[config.mk]
export PLATFORM = sky130hd
export DESIGN_NAME = rmii_tx
export DESIGN_NICKNAME = d
export VERILOG_FILES = /design/src/rtl/rmii_tx.sv
export SDC_FILE = /design/constraint.sdc
export NUM_CORES = 1
export LEC_CHECK = 0
export CAP_MARGIN = 20
export CORE_UTILIZATION = 60
export DETAILED_ROUTE_END_ITERATION = 12
export PLACE_DENSITY = 0.78
export SKIP_CTS_REPAIR_TIMING = 1
export SYNTH_ARGS = -nofsm -noshare
export SYNTH_HDL_FRONTEND = slang
export SYNTH_SLANG_ARGS = --single-unit
[constraint.sdc]
create_clock -name clk -period 2.4 [get_ports clk]
set_input_delay 0.48 -clock clk [delete_from_list [all_inputs] [get_ports clk]]
set_output_delay 0.48 -clock clk [all_outputs]
set_load 0.1 [all_outputs]
[src/rtl/rmii_tx.sv]
// RMII Ethernet transmitter.
// Takes a payload dibit stream over a valid/ready handshake and sends it on
// RMII txd/txen, framed as preamble + SFD, payload, optional CRC-32 FCS and a
// fixed inter-packet gap.
module rmii_tx #(
   parameter int FCS_EN     = 1,
   parameter int IPG_CYCLES = 48
) (
   input  logic       clk,
   input  logic       rst_n,
   input  logic [1:0] axiid,
   input  logic       axiiv,
   output logic       axiir,
   output logic [1:0] txd,
   output logic       txen,
   output logic       busy
);

   localparam logic [2:0] S_IDLE     = 3'd0;
   localparam logic [2:0] S_PREAMBLE = 3'd1;
   localparam logic [2:0] S_PAYLOAD  = 3'd2;
   localparam logic [2:0] S_FCS      = 3'd3;
   localparam logic [2:0] S_IPG      = 3'd4;

   localparam logic [31:0] CRC_INIT = 32'hFFFF_FFFF;
   localparam logic [31:0] CRC_POLY = 32'hEDB8_8320;

   // The IPG state lasts one cycle less than the gap because the first IDLE
   // cycle (txen still low) completes the gap when a new frame is waiting.
   localparam logic [15:0] IPG_LAST = 16'(IPG_CYCLES - 1);

   logic [2:0]  r_state;
   logic [15:0] r_cnt;
   logic [31:0] r_crc;
   logic [1:0]  r_txd;
   logic        r_txen;
   logic        r_busy;
   logic [31:0] w_crcNext;

   // Reflected CRC-32 advanced by one dibit, bit 0 entering first.
   function automatic logic [31:0] crcDibit(input logic [31:0] c, input logic [1:0] d);
      logic [31:0] x;
      x = c;
      for (int i = 0; i < 2; i++) begin
         if (x[0] ^ d[i]) begin
            x = {1'b0, x[31:1]} ^ CRC_POLY;
         end else begin
            x = {1'b0, x[31:1]};
         end
      end
      return x;
   endfunction

   // Next CRC value if the current input dibit is accepted.
   always_comb begin
      w_crcNext = crcDibit(r_crc, axiid);
   end

   // Framing state machine; the CRC register doubles as the FCS shift register
   // once the payload has ended.
   always_ff @(posedge clk or negedge rst_n) begin
      if (!rst_n) begin
         r_state <= S_IDLE;
         r_cnt   <= 16'd0;
         r_crc   <= CRC_INIT;
         r_txd   <= 2'b00;
         r_txen  <= 1'b0;
         r_busy  <= 1'b0;
      end else begin
         case (r_state)
            S_IDLE: begin
               if (axiiv) begin
                  r_state <= S_PREAMBLE;
                  r_txen  <= 1'b1;
                  r_txd   <= 2'b01;
                  r_cnt   <= 16'd1;
                  r_crc   <= CRC_INIT;
                  r_busy  <= 1'b1;
               end
            end
            S_PREAMBLE: begin
               if (r_cnt == 16'd31) begin
                  r_txd   <= 2'b11;
                  r_state <= S_PAYLOAD;
                  r_cnt   <= 16'd0;
               end else begin
                  r_txd <= 2'b01;
                  r_cnt <= r_cnt + 16'd1;
               end
            end
            S_PAYLOAD: begin
               if (axiiv) begin
                  r_txd <= axiid;
                  r_crc <= w_crcNext;
               end else if (FCS_EN != 0) begin
                  r_txd   <= ~r_crc[1:0];
                  r_crc   <= {2'b00, ~r_crc[31:2]};
                  r_state <= S_FCS;
                  r_cnt   <= 16'd1;
               end else begin
                  r_txd   <= 2'b00;
                  r_txen  <= 1'b0;
                  r_state <= S_IPG;
                  r_cnt   <= 16'd1;
               end
            end
            S_FCS: begin
               if (r_cnt == 16'd16) begin
                  r_txd   <= 2'b00;
                  r_txen  <= 1'b0;
                  r_state <= S_IPG;
                  r_cnt   <= 16'd1;
               end else begin
                  r_txd <= r_crc[1:0];
                  r_crc <= {2'b00, r_crc[31:2]};
                  r_cnt <= r_cnt + 16'd1;
               end
            end
            S_IPG: begin
               if (r_cnt >= IPG_LAST) begin
                  r_state <= S_IDLE;
                  r_busy  <= 1'b0;
                  r_cnt   <= 16'd0;
               end else begin
                  r_cnt <= r_cnt + 16'd1;
               end
            end
            default: begin
               r_state <= S_IDLE;
               r_txd   <= 2'b00;
               r_txen  <= 1'b0;
               r_busy  <= 1'b0;
               r_cnt   <= 16'd0;
            end
         endcase
      end
   end

   assign axiir = (r_state == S_PAYLOAD);
   assign txd   = r_txd;
   assign txen  = r_txen;
   assign busy  = r_busy;

endmodule
==> results.toml <==
[status]
status = "complete, no violations"

[placed_design]
place_congestion = 0.914
hpwl_um = 4470
place_ws_ns = 0.0392
place_area_um2 = 3160
io_buffers = 9

[sta]
rsz0062_at_grt = "false"
timing.final.ws_setup_ns = 0.192
post-route-period-util = 0.920
tns_ns = 0
finalMaxSlewViolations = 0
fin_crit_ns = 2.21
final_hold_viol_count = 0
relSlewSlack = 0.483
skew_ns = 0.0110
fmax_ghz = 0.453
finalSetupViolCount = 0
tightestPinTransition_ns = 0.775

[die]
die-width_um = 72.3
start_util = 0.624
ioPinCount = 10
fp.dieH_um = 72.3
die-area_um2 = 5230
rows = 25
core_area_um2 = 4750

[global_routing]
grt_usage = 0.261
grt_pass1_vias = 2285
grt_max_degree = 35
antenna_found_initial = 0
grt_pass1_wl_um = 10500
grt-ovfl-total = 0

[detailed_routing]
drcViolationCount = 0
drt-initial-drc-count = 99
post_drt_wl_per_cell_um = 15.9
dr_total_vias = 2297
ant_nets = 0
drt_pass1_iterations = 4
viasPerCell = 5.90
routed_wl_um = 6190

[clock_network]
clockRootBuffer = "clkbuf_8"
htreeDepth = 2
numCtsBuffers = 5
cts_sinks = 55
clkTransAtPathRegs_ns = 0.10
clock_insertion_delay_worst_skew_ns = 0.31
cts_tree = "yes"
cts_buffer_depth = 2

[synth]
yosys_warnings = 0
yosysMostFrequentCell = "dfstp_2"
synth-simple-area-share = 0.170
synthMuxAreaShare = 0.0607
synth_nets = 313
yosys.area.top_type = "dfstp_2"
synth_async_sr_flop_share = 1.00
synthCells = 306
synth.area.top_cells = "dfstp_2 28%, dfrtp_1 19%, mux2i_1 6.1%, a21oi_1 4.2%, nand2_1 3.9%"
yosys_register_bits = 55
synth-xor-area-share = 0.0383
synth.avg_cell_area_um2 = 9.70
ys.flop_type = "dfstp_2"
yosysTopAreaCellShare = 0.283
ys_types = 52
yosys-top-cells-count = "32 x dfstp_2, 31 x nand2_1, 29 x nor2_1"
syn_area_um2 = 2970
synth-edff-count = 0
synth_compound_area_frac = 0.204
synthAdderAreaFrac = 0.00843
seq_area_frac_synth = 0.477
synth_top_family_by_area = "compound AO/OA/AOI/OAI gates"

[final_layout]
fin_area_um2 = 3260
syn2layout_area_growth_pct = 9.78
n_antenna_cell = 0
final_util = 0.686
layout-drive-gt1-share = 0.224
final_nets = 328

[run]
drv_cap = 0

[power_and_ir_drop]
leakagePower_nw = 1.28
peakVddDrop_uv = 322
powerDensity_nw_per_um2 = 461

[critical_path]
worstPathCellList = "inv_1 -> ha_1 -> nor3b_1 -> nand4_1 -> a22oi_2 -> and3_2 -> o32ai_1"
timing.rr.start = "r_cnt[1]"
crit_arrival_ns = 2.39
startpoint_type = "flip-flop"
ff2ff_path_depth = 7
crit_path_top_delay_cell = "dfrtp_1"
crit_path_start = "r_cnt[1]"
cp-end-kind = "flip-flop"
cp_max_fo = 13
cp_data_required_time_ns = 2.58
critical_path_class = "reg2reg"
max_stage_delay_ns = 0.43

[worst_hold_path]
hp-class = "in2async"
## cells by family after synthesis
logic type / after synthesis
compound gates: 93
xor+xnor: 13
fa+ha+maj: 2
buf+inv: 25
flops: 55
mux: 18
simple gates: 100
## stage by stage
stage                     std cells  hold WS, ns  total power, W
after floorplan                 306        0.184        0.000969
after global placement          380        0.461         0.00100
after detailed placement        380        0.466         0.00100
after CTS                       388        0.331         0.00152
after global routing            389        0.352         0.00156
final                           389        0.321         0.00150
## where the power goes
group          internal [W]  switching (W)
combinational     0.0000164      0.0000357
sequential         0.000932     0.00000175
clock              0.000210       0.000306
total               0.00116       0.000343
## cells in the final DEF (no fill, tap or decap), drive strengths merged, types with 3 or more instances in the layout
master,count
xor2,7
dfrtp,23
o21ai,28
buf,22
clkdlybuf4s50,3
nand3,9
a21oi,27
o22a,13
nor2,29
nor2b,3
a31oi,3
nor4,3
and4,3
o32ai,3
xnor2,6
and2,3
nand2,31
a311oi,3
inv,9
clkbuf,5
nand4,4
mux2i,18
dfstp,32
and3,3
nor3,5
## worst max-delay path: cells and delay by family (launching register included)
| kind | cells | cell delay (ns) |
|---|---|---|
| AO/OA/AOI/OAI | 2 | 0.48 |
| adder cells (fa/ha/maj) | 1 | 0.15 |
| buffers and inverters | 1 | 0.08 |
| flip-flops | 1 | 0.43 |
| AND/OR/NAND/NOR | 3 | 0.94 |
## path summary, 6_finish.rpt
| kind | slack [ns] | to |
|---|---|---|
| worst max-delay path | 0.19 | r_cnt[4] |
| worst min-delay path | 0.32 | r_crc[16] |
| worst max register to register | 0.19 | r_cnt[4] |
| worst min register to register | 0.48 | r_crc[20] |
| max in group asynchronous | 1.66 | r_crc[3] |
| min in group clk | 0.48 | r_crc[20] |
## cell type report
type	count	area, µm²
well taps	67	83.8
repair buffers	25	209
inverters	8	30.0
clock buffers	5	68.8
clock inverters	3	22.5
fillers	404	1500
flip-flops and latches	55	1420
multi-input cells	226	1430
## sequential cells by signal, summed over array words and instances, names as in the netlist
name,cells
txd,2
busy,1
txen,1
r_crc,32
r_state,3
r_cnt,16
## routing by layer
metal  GRT usage  wire [µm]  part of all wire
met1       0.321       2770              0.45
met2       0.465       3170              0.51
met3      0.0458        163             0.026
met4      0.0871         80             0.013
met5           0          0                 0
Note: power is estimated with default switching activity, not from simulation.
